==> src/rtl/sid_reg_sequencer.sv <==
// sid_reg_sequencer: shares the sid register bus between a CPU port (always
// first) and a small command FIFO of register writes and timed delays. At most
// one sid access is scheduled per ce tick; every access is a one-clk sid_cs
// pulse in the clk after the tick that granted it.
module sid_reg_sequencer #(
  parameter int DEPTH = 4,
  parameter int LW    = 3
) (
  input  logic          clk,
  input  logic          rst_n,
  input  logic          ce,
  input  logic          flush,
  input  logic          cpu_cs,
  input  logic          cpu_we,
  input  logic [4:0]    cpu_a,
  input  logic [7:0]    cpu_di,
  output logic [7:0]    cpu_do,
  input  logic          cmd_valid,
  output logic          cmd_ready,
  input  logic          cmd_delay,
  input  logic [4:0]    cmd_a,
  input  logic [7:0]    cmd_d,
  output logic          sid_cs,
  output logic          sid_rw,
  output logic [4:0]    sid_a,
  output logic [7:0]    sid_di,
  input  logic [7:0]    sid_do,
  output logic [LW-1:0] fifo_level,
  output logic          busy
);

  localparam int PW = $clog2(DEPTH);
  localparam int EW = 14;

  typedef enum logic {
    S_IDLE = 1'b0,
    S_WAIT = 1'b1
  } state_t;

  // Command storage: entry = {delay, addr[4:0], data[7:0]}
  logic [EW-1:0] mem_q [DEPTH];
  logic [PW-1:0] wr_ptr_q, rd_ptr_q;
  logic [LW-1:0] level_q;

  state_t        state_q, state_d;
  logic [7:0]    cnt_q, cnt_d;

  logic          sid_cs_q, sid_rw_q;
  logic [4:0]    sid_a_q;
  logic [7:0]    sid_di_q;
  logic [7:0]    cpu_do_q;

  logic          full, empty, push, pop;
  logic          cpu_tick, pop_wr, pop_delay;
  logic          head_dly;
  logic [4:0]    head_a;
  logic [7:0]    head_d;

  // Scheduling decode: which access (if any) this clk grants
  always_comb begin
    full      = (level_q == LW'(DEPTH));
    empty     = (level_q == '0);
    // A full FIFO refuses a push even if it pops in the same clk; flush drops it
    push      = cmd_valid & ~full & ~flush;
    cpu_tick  = ce & cpu_cs;
    {head_dly, head_a, head_d} = mem_q[rd_ptr_q];
    pop       = ce & ~cpu_cs & ~flush & (state_q == S_IDLE) & ~empty;
    pop_wr    = pop & ~head_dly;
    // A zero-length delay is consumed as a no-op and never enters WAIT
    pop_delay = pop & head_dly & (head_d != 8'd0);
  end

  // Next-state logic for the delay countdown
  always_comb begin
    state_d = state_q;
    cnt_d   = cnt_q;
    if (flush) begin
      state_d = S_IDLE;
      cnt_d   = 8'd0;
    end else if (state_q == S_WAIT) begin
      // Countdown keeps running on ticks taken by the CPU port
      if (ce) begin
        cnt_d = cnt_q - 8'd1;
        if (cnt_q == 8'd1) begin
          state_d = S_IDLE;
        end
      end
    end else if (pop_delay) begin
      state_d = S_WAIT;
      cnt_d   = head_d;
    end
  end

  // State and countdown registers
  always_ff @(posedge clk or negedge rst_n) begin
    if (!rst_n) begin
      state_q <= S_IDLE;
      cnt_q   <= 8'd0;
    end else begin
      state_q <= state_d;
      cnt_q   <= cnt_d;
    end
  end

  // FIFO pointers and occupancy
  always_ff @(posedge clk or negedge rst_n) begin
    if (!rst_n) begin
      wr_ptr_q <= '0;
      rd_ptr_q <= '0;
      level_q  <= '0;
    end else if (flush) begin
      wr_ptr_q <= '0;
      rd_ptr_q <= '0;
      level_q  <= '0;
    end else begin
      if (push) wr_ptr_q <= wr_ptr_q + PW'(1);
      if (pop)  rd_ptr_q <= rd_ptr_q + PW'(1);
      case ({push, pop})
        2'b10:   level_q <= level_q + LW'(1);
        2'b01:   level_q <= level_q - LW'(1);
        default: level_q <= level_q;
      endcase
    end
  end

  // FIFO storage (data only, no reset needed)
  always_ff @(posedge clk) begin
    if (push) begin
      mem_q[wr_ptr_q] <= {cmd_delay, cmd_a, cmd_d};
    end
  end

  // sid access register: one-clk pulse, address/data/rw hold afterwards
  always_ff @(posedge clk or negedge rst_n) begin
    if (!rst_n) begin
      sid_cs_q <= 1'b0;
      sid_rw_q <= 1'b0;
      sid_a_q  <= 5'd0;
      sid_di_q <= 8'd0;
    end else begin
      sid_cs_q <= 1'b0;
      if (cpu_tick) begin
        sid_cs_q <= 1'b1;
        sid_rw_q <= cpu_we;
        sid_a_q  <= cpu_a;
        sid_di_q <= cpu_di;
      end else if (pop_wr) begin
        sid_cs_q <= 1'b1;
        sid_rw_q <= 1'b1;
        sid_a_q  <= head_a;
        sid_di_q <= head_d;
      end
    end
  end

  // CPU read capture; only the CPU port ever issues reads
  always_ff @(posedge clk or negedge rst_n) begin
    if (!rst_n) begin
      cpu_do_q <= 8'd0;
    end else if (sid_cs_q && !sid_rw_q) begin
      cpu_do_q <= sid_do;
    end
  end

  // Output mapping
  always_comb begin
    sid_cs     = sid_cs_q;
    sid_rw     = sid_rw_q;
    sid_a      = sid_a_q;
    sid_di     = sid_di_q;
    cpu_do     = cpu_do_q;
    fifo_level = level_q;
    cmd_ready  = ~full;
    busy       = ~empty | (state_q == S_WAIT) | sid_cs_q;
  end

endmodule

==> config.mk <==
export PLATFORM = sky130hd
export DESIGN_NAME = sid_reg_sequencer
export DESIGN_NICKNAME = d
export VERILOG_FILES = /design/src/rtl/sid_reg_sequencer.sv
export SDC_FILE = /design/constraint.sdc
export NUM_CORES = 1
export LEC_CHECK = 0
export ABC_AREA = 1
export ABC_CLOCK_PERIOD_IN_PS = 5600
export CAP_MARGIN = 20
export CORE_ASPECT_RATIO = 0.7
export CORE_MARGIN = 2
export CORE_UTILIZATION = 25
export CTS_CLUSTER_SIZE = 10
export DETAILED_ROUTE_END_ITERATION = 10
export PLACE_DENSITY_LB_ADDON = 0.2
export SLEW_MARGIN = 0
export SYNTH_ARGS = -nofsm -noshare
export SYNTH_HDL_FRONTEND = slang
export SYNTH_SLANG_ARGS = --single-unit
export TNS_END_PERCENT = 5
==> constraint.sdc <==
create_clock -name clk -period 5.6 [get_ports clk]
set_clock_uncertainty 0.1 [all_clocks]
set_input_delay 0.56 -clock clk [delete_from_list [all_inputs] [get_ports clk]]
set_output_delay 0.56 -clock clk [all_outputs]
set_load 0.05 [all_outputs]
==> results.yml, run 1 <==
status:
  status: "complete, no violations"
floorplan:
  die_x_um: 160
  chipHeight_um: 113
  initial_core_util_pct: 25.8
  core_area_sq_um: 16500
  dieArea_sq_um: 18100
  io-pin-count: 70
  rows: 39
power_and_ir_drop:
  clockPowerShare_pct: 25.8
  finalPower_mw: 2.24
  p_comb_share_pct: 33.0
  p_leak_nw: 2.24
  p_seq_share_pct: 41.2
  swShare_pct: 36.8
  vdd_drop_max_mv: 0.159
  p_int_mw: 1.42
  power_switching_uw: 827
  cellPowerDensity_nw_per_um2: 412
clocking:
  clk_latency_ps: 340
  clkTransAtPathRegs_ps: 70
  cts_max_path_buffers: 2
  cts_resized: 0
  holdBufCountCts: 0
  cts-root-buf: "clkbuf_16"
  postCtsSetupBuffers: 0
  cts_made_buffers: 9
  htree_levels: 3
  cts_sinks: 95
  cts_tree: "yes"
placed_design:
  io_buffers: 69
  place_congestion: 0.758
  place_ws_ps: 2650
  place_hpwl_um: 7610
route:
  firstDrtPassIters: 4
  wl_per_cell_um: 14.8
  drt_iter0_markers: 178
  drc: 0
  routed_via_density: 4.19
  ant_nets: 0
  vias: 3020
  wl_um: 10700
global_route:
  grt_pass1_wl_um: 17000
  grt_start_max_net_pins: 40
  track_usage_pct: 12.2
  antenna_found_initial: 0
  grt_overflow: 0
  grt_pass1_vias: 3074
worst_setup_path:
  critical_path_arrival_ps: 2080
  crit_path_max_fanout: 5
  critPathKind: "flop to output port"
  cp-start-kind: "flop"
  worst-path-buf-inv: 1
  crit_path_cell_trace: "nor3_1, nand2_1, clkdlybuf4s50_1"
  cp_top_family: "buffers and inverters"
  end_kind: "output port"
  slowest_delay_ps: 720
  cp.required_ps: 4940
  slowest_stage: "clkdlybuf4s50_1"
final_layout:
  num_antenna_cells: 0
  area_delta_synth_final_pct: 27.9
  drive_above_1_share_pct: 8.06
  fill_cells: 1734
  fin_util_pct: 33.0
  nNetsFinal: 540
worst_hold_path:
  hp-class: "primary input to asynchronous set/reset pin"
synth:
  ys_types: 32
  synth_area_sq_um: 4260
  synth_nets: 468
  synth-seq-cells: 95
  netlist_instances: 419
  synth_warnings: 0
  synth_seq_area_share_pct: 62.4
  syn_avg_cell_area_sq_um: 10.2
sta:
  setup_ws_ps: 2860
  maxSlewViolCount: 0
  fmax_mhz: 365
  hold_viol: 0
  finalSetupViolCount: 0
  fin_tns_setup_ps: 0
  fin_crit_ps: 2740
  tightest_slew_ps: 952
  slew-limit-headroom_pct: 36.5
  rsz0062_at_grt: "false"
  fin_crit_sh_pct: 49.0
job:
  cap_violations: 0
-- worst register-to-register path, cell delays in order (launching register included) --
cell and delay [ps]:
dfrtp_1 600, buf_8 270, inv_2 410, nand2_1 100, nand3_1 90, nand2_1 170, a21oi_4 430, inv_2 210
nand2_1 110, nand2_1 60
-- cell families after synthesis --
kind of cell,Yosys count,share of synthesized area [%]
and+or+nand+nor,224,21.7
DFF,95,62.4
AOI/OAI and AO/OA,41,5.76
buffers and inverters,39,4.76
muxes,8,2.12
adders and majority gates,7,2.23
xor gates and xnor gates,5,1.03
-- cells in the mapped netlist --
library cell | number | share of area, %
clkinv_1 | 1 | 0.088
a21oi_1 | 11 | 1.3
nand3_1 | 33 | 3.9
buf_4 | 2 | 0.35
buf_6 | 4 | 1.1
inv_2 | 4 | 0.35
nand3b_1 | 1 | 0.18
mux2_2 | 8 | 2.1
o22ai_1 | 3 | 0.44
buf_8 | 1 | 0.35
dfrtp_1 | 39 | 23
a32o_1 | 5 | 1.2
xnor2_1 | 2 | 0.41
edfxtp_1 | 56 | 39
o21ai_0 | 18 | 2.1
nand4_1 | 2 | 0.29
buf_2 | 4 | 0.47
nor2_2 | 1 | 0.15
xor2_1 | 3 | 0.62
nor3_1 | 1 | 0.12
clkbuf_1 | 2 | 0.18
a21oi_4 | 1 | 0.38
ha_1 | 6 | 1.8
fa_1 | 1 | 0.47
nand3_2 | 2 | 0.47
inv_4 | 1 | 0.15
nand2_1 | 164 | 14
inv_1 | 20 | 1.8
o21ai_1 | 3 | 0.35
nor2_1 | 17 | 1.5
nand2_2 | 1 | 0.15
nand2_4 | 2 | 0.53
-- stage by stage --
stage	std cells	cell area, sq um	hold WS [ps]
detailed placement	704	5150	367
global placement	704	5150	363
floorplan	419	4260	164
global route	721	5450	334
finish	721	5450	254
CTS	720	5430	291
-- metal layers --
layer	track usage [%]	vias up	routed length, um
met5	0	-	0
met2	19.2	52	4930
met3	3.12	4	375
li1	-	1536	-
met1	17.2	1428	5320
met4	2.34	0	40
-- power by group through the flow --
| stage | sequential [mW] | clock (mW) | combinational (mW) |
|---|---|---|---|
| finish | 0.925 | 0.579 | 0.740 |
| global route | 0.939 | 0.618 | 0.803 |
| CTS | 0.931 | 0.599 | 0.744 |
| detailed placement | 0.945 | 0 | 0.741 |
| global placement | 0.943 | 0 | 0.737 |
| floorplan | 1.14 | 0 | 0.279 |
-- cells in the final DEF, fill, tap and decap left out, types with 2 or more instances in the layout --
cell type | Yosys | layout
nand2_4 | 2 | 2
a21oi_1 | 11 | 11
nand3_2 | 2 | 2
inv_2 | 4 | 4
nand4_1 | 2 | 2
xnor2_1 | 2 | 2
o22ai_1 | 3 | 3
o21ai_0 | 18 | 18
inv_1 | 20 | 20
buf_4 | 2 | 4
edfxtp_1 | 56 | 56
nand2_1 | 164 | 164
ha_1 | 6 | 6
clkdlybuf4s50_1 | 0 | 68
clkbuf_1 | 2 | 2
mux2_2 | 8 | 8
nand3_1 | 33 | 33
dfrtp_1 | 39 | 39
nor2_1 | 17 | 17
clkbuf_16 | 0 | 9
a32o_1 | 5 | 5
inv_6 | 0 | 3
o21ai_1 | 3 | 3
xor2_1 | 3 | 3
-- state kept, by name (all words and copies together), names as in the netlist --
| name | cells |
|---|---|
| mem_q | 56 |
| cnt_q | 8 |
| cpu_do | 8 |
| sid_di | 8 |
| sid_a | 5 |
| fifo_level | 3 |
| rd_ptr_q | 2 |
| wr_ptr_q | 2 |
| sid_cs | 1 |
| sid_rw | 1 |
| state_q | 1 |
-- final timing paths --
kind,end,slack [ps],cells past startpoint,start
setup / recovery,busy,2860,3,fifo_level[1]
setup reg to reg,sid_di[7],2950,9,rd_ptr_q[0]
min in group clk,cnt_q[6],380,2,cnt_q[6]
hold / removal,cnt_q[2],250,1,rst_n
max in group asynchronous,rd_ptr_q[1],4530,1,rst_n
hold reg to reg,cnt_q[6],380,2,cnt_q[6]
-- cell type report --
type	count	area, sq um	share of cell area (%)
tap	225	282	5.17
timing repair buffer	74	731	13.4
inverter	26	100	1.84
multi-input combinational	285	1400	25.7
clock buffer	11	233	4.27
clock inverter	5	46.3	0.850
sequential	95	2660	48.8
(Power assumes the default switching activity.)
==> run 2, diff against run 1 <==
Settings changed: ABC_CLOCK_PERIOD_IN_PS 5600 to 2500.
Clock period 5.6 ns to 2.5 ns, I/O delays scaled along.
==> run 2 against run 1 <==
Compared with the run above: via count is 2.7% higher; first-iteration DRC count up 15%; final area rose by 1.7%; register-to-register slack worse by 2700 ps; critical endpoint is now fifo_level[2]; die area unchanged; sequential share of layout area shrank 0.77 points; non-clock buffer count is 11 higher; critical path type is now flop to flop; sequential power grew 120%; combinational power rose by 130%; cell count is 1.5% higher; clock-buffer cell count shrank 2; global-route usage increased by 0.22 points.
==> results.yml, run 2 (synthesis results as in run 1) <==
floorplan:
  rows: 39
  chipHeight_um: 113
  core_area_sq_um: 16500
  die_x_um: 160
  dieArea_sq_um: 18100
  initial_core_util_pct: 25.8
  io-pin-count: 70
clocking:
  cts_made_buffers: 9
  htree_levels: 3
  cts_tree: "yes"
  postCtsSetupBuffers: 0
  cts_sinks: 95
  cts_max_path_buffers: 2
  clk_latency_ps: 340
  cts-root-buf: "clkbuf_16"
  clkTransAtPathRegs_ps: 80
placed_design:
  dp_cells: 715
  post_dp_cell_area_sq_um: 5240
  place_congestion: 0.833
  io_buffers: 69
  place_ws_ps: 97.4
  place_hpwl_um: 7800
sta:
  fin_crit_ps: 2260
  maxSlewViolCount: 0
  tightest_slew_ps: 540
  rsz0062_at_grt: "false"
  slew-limit-headroom_pct: 63.9
  setup_ws_ps: 239
  fmax_mhz: 442
  fin_tns_setup_ps: 0
  finalSetupViolCount: 0
  fin_crit_sh_pct: 90.4
  finalHoldWorstSlack_ps: 301
  hold_viol: 0
final_layout:
  fin_area_sq_um: 5540
  area_delta_synth_final_pct: 30.1
  top_register: "mem_q"
  layout_commonest_cell: "nand2_1"
  stdcell_count: 732
  drive_above_1_share_pct: 11.0
  final_cell_mix: "nand2_1, clkdlybuf4s50_1, edfxtp_1"
  fin_util_pct: 33.6
  largest_reg_flops: 56
  num_antenna_cells: 0
  nNetsFinal: 551
power_and_ir_drop:
  p_leak_nw: 2.29
  p_comb_share_pct: 33.4
  cellPowerDensity_nw_per_um2: 918
  power_switching_mw: 1.89
  swShare_pct: 37.2
  p_int_mw: 3.19
  finalPower_mw: 5.09
  clockPowerShare_pct: 26.1
  p_seq_share_pct: 40.5
  vdd_drop_max_mv: 0.363
route:
  wl_um: 10800
  drc: 0
  wl_per_cell_um: 14.7
  routed_via_density: 4.24
  vias: 3102
  drt_iter0_markers: 205
  firstDrtPassIters: 4
  ant_nets: 0
global_route:
  antenna_found_initial: 0
  gr-max-usage-layer: "met2"
  grt_use_met1_pct: 17.7
  grt_overflow: 0
  grt_use_met3_pct: 3.59
  grt_pass1_wl_um: 17200
  grt_start_max_net_pins: 30
  grt_pass1_vias: 3131
  track_usage_pct: 12.4
  met2_usage_pct: 18.8
status:
  status: "complete, no violations"
worst_setup_path:
  critPathKind: "flop to flop"
  crit_path_cell_trace: "nor3_2, nand3b_1, inv_2, nand2_1, inv_1, fa_1, xnor2_1, inv_1, nand2_1, nand2_1, nand3_1, nand2_1"
  crit_path_frequent_cell: "nand2_1"
  slowest_delay_ps: 450
  cp.required_ps: 2630
  cp-start-kind: "flop"
  slowest_stage: "dfrtp_2"
  critical_path_arrival_ps: 2400
  crit_path_max_fanout: 5
  end_kind: "flop"
worst_hold_path:
  hp-class: "primary input to asynchronous set/reset pin"
job:
  cap_violations: 0
## run 2: per-layer routing
layer	vias up	wire, um
met5	-	0
met4	0	98
met3	11	519
met2	61	4620
met1	1469	5540
li1	1561	-
## run 2: final cells by class
class / instances / area [sq um]
fillers: 1726 / 11000
flip-flops and latches: 95 / 2660
multi-input cells: 285 / 1410
repair buffers: 85 / 808
well taps: 225 / 282
clock buffers: 9 / 225
inverters: 26 / 100
clock inverters: 7 / 58.8
## run 2: critical path: cells and delay by family, from the launching register on
| kind | cells | cell delay [ps] |
|---|---|---|
| adder cells (fa/ha/maj) | 1 | 370 |
| buffers and inverters | 3 | 220 |
| flip-flops | 1 | 450 |
| XOR/XNOR | 1 | 200 |
| AND/OR/NAND/NOR | 7 | 830 |
## run 2: power groups by stage
stage | clock (mW) | sequential, mW | combinational, mW
after global placement | 0 | 2.08 | 1.71
after floorplan | 0 | 2.55 | 0.627
after detailed placement | 0 | 2.09 | 1.71
final | 1.33 | 2.06 | 1.70
after global routing | 1.42 | 2.09 | 1.84
after CTS | 1.37 | 2.06 | 1.71
## run 2: worst paths after layout
path | startpoint | to | slack, ps | cells after the start
min in group clk | cpu_we | sid_rw | 380 | 3
min reg2reg | cnt_q[6] | cnt_q[6] | 380 | 2
max reg2reg | fifo_level[1] | fifo_level[2] | 240 | 12
min | rst_n | cnt_q[1] | 300 | 2
max in group asynchronous | rst_n | cpu_do[3] | 1320 | 3
max | fifo_level[1] | fifo_level[2] | 240 | 12
## run 2: what timing repair did
action,CTS,global route
hold endpoints to repair,17,0
hold buffers,1,0
setup endpoints to repair,0,1
gates resized for setup,0,1
==> run 3, diff against run 2 <==
Settings changed: TNS_END_PERCENT 5 to not set.
==> results of run 3 <==
No change in the layout: final DEF, timing and power equal those of run 2.
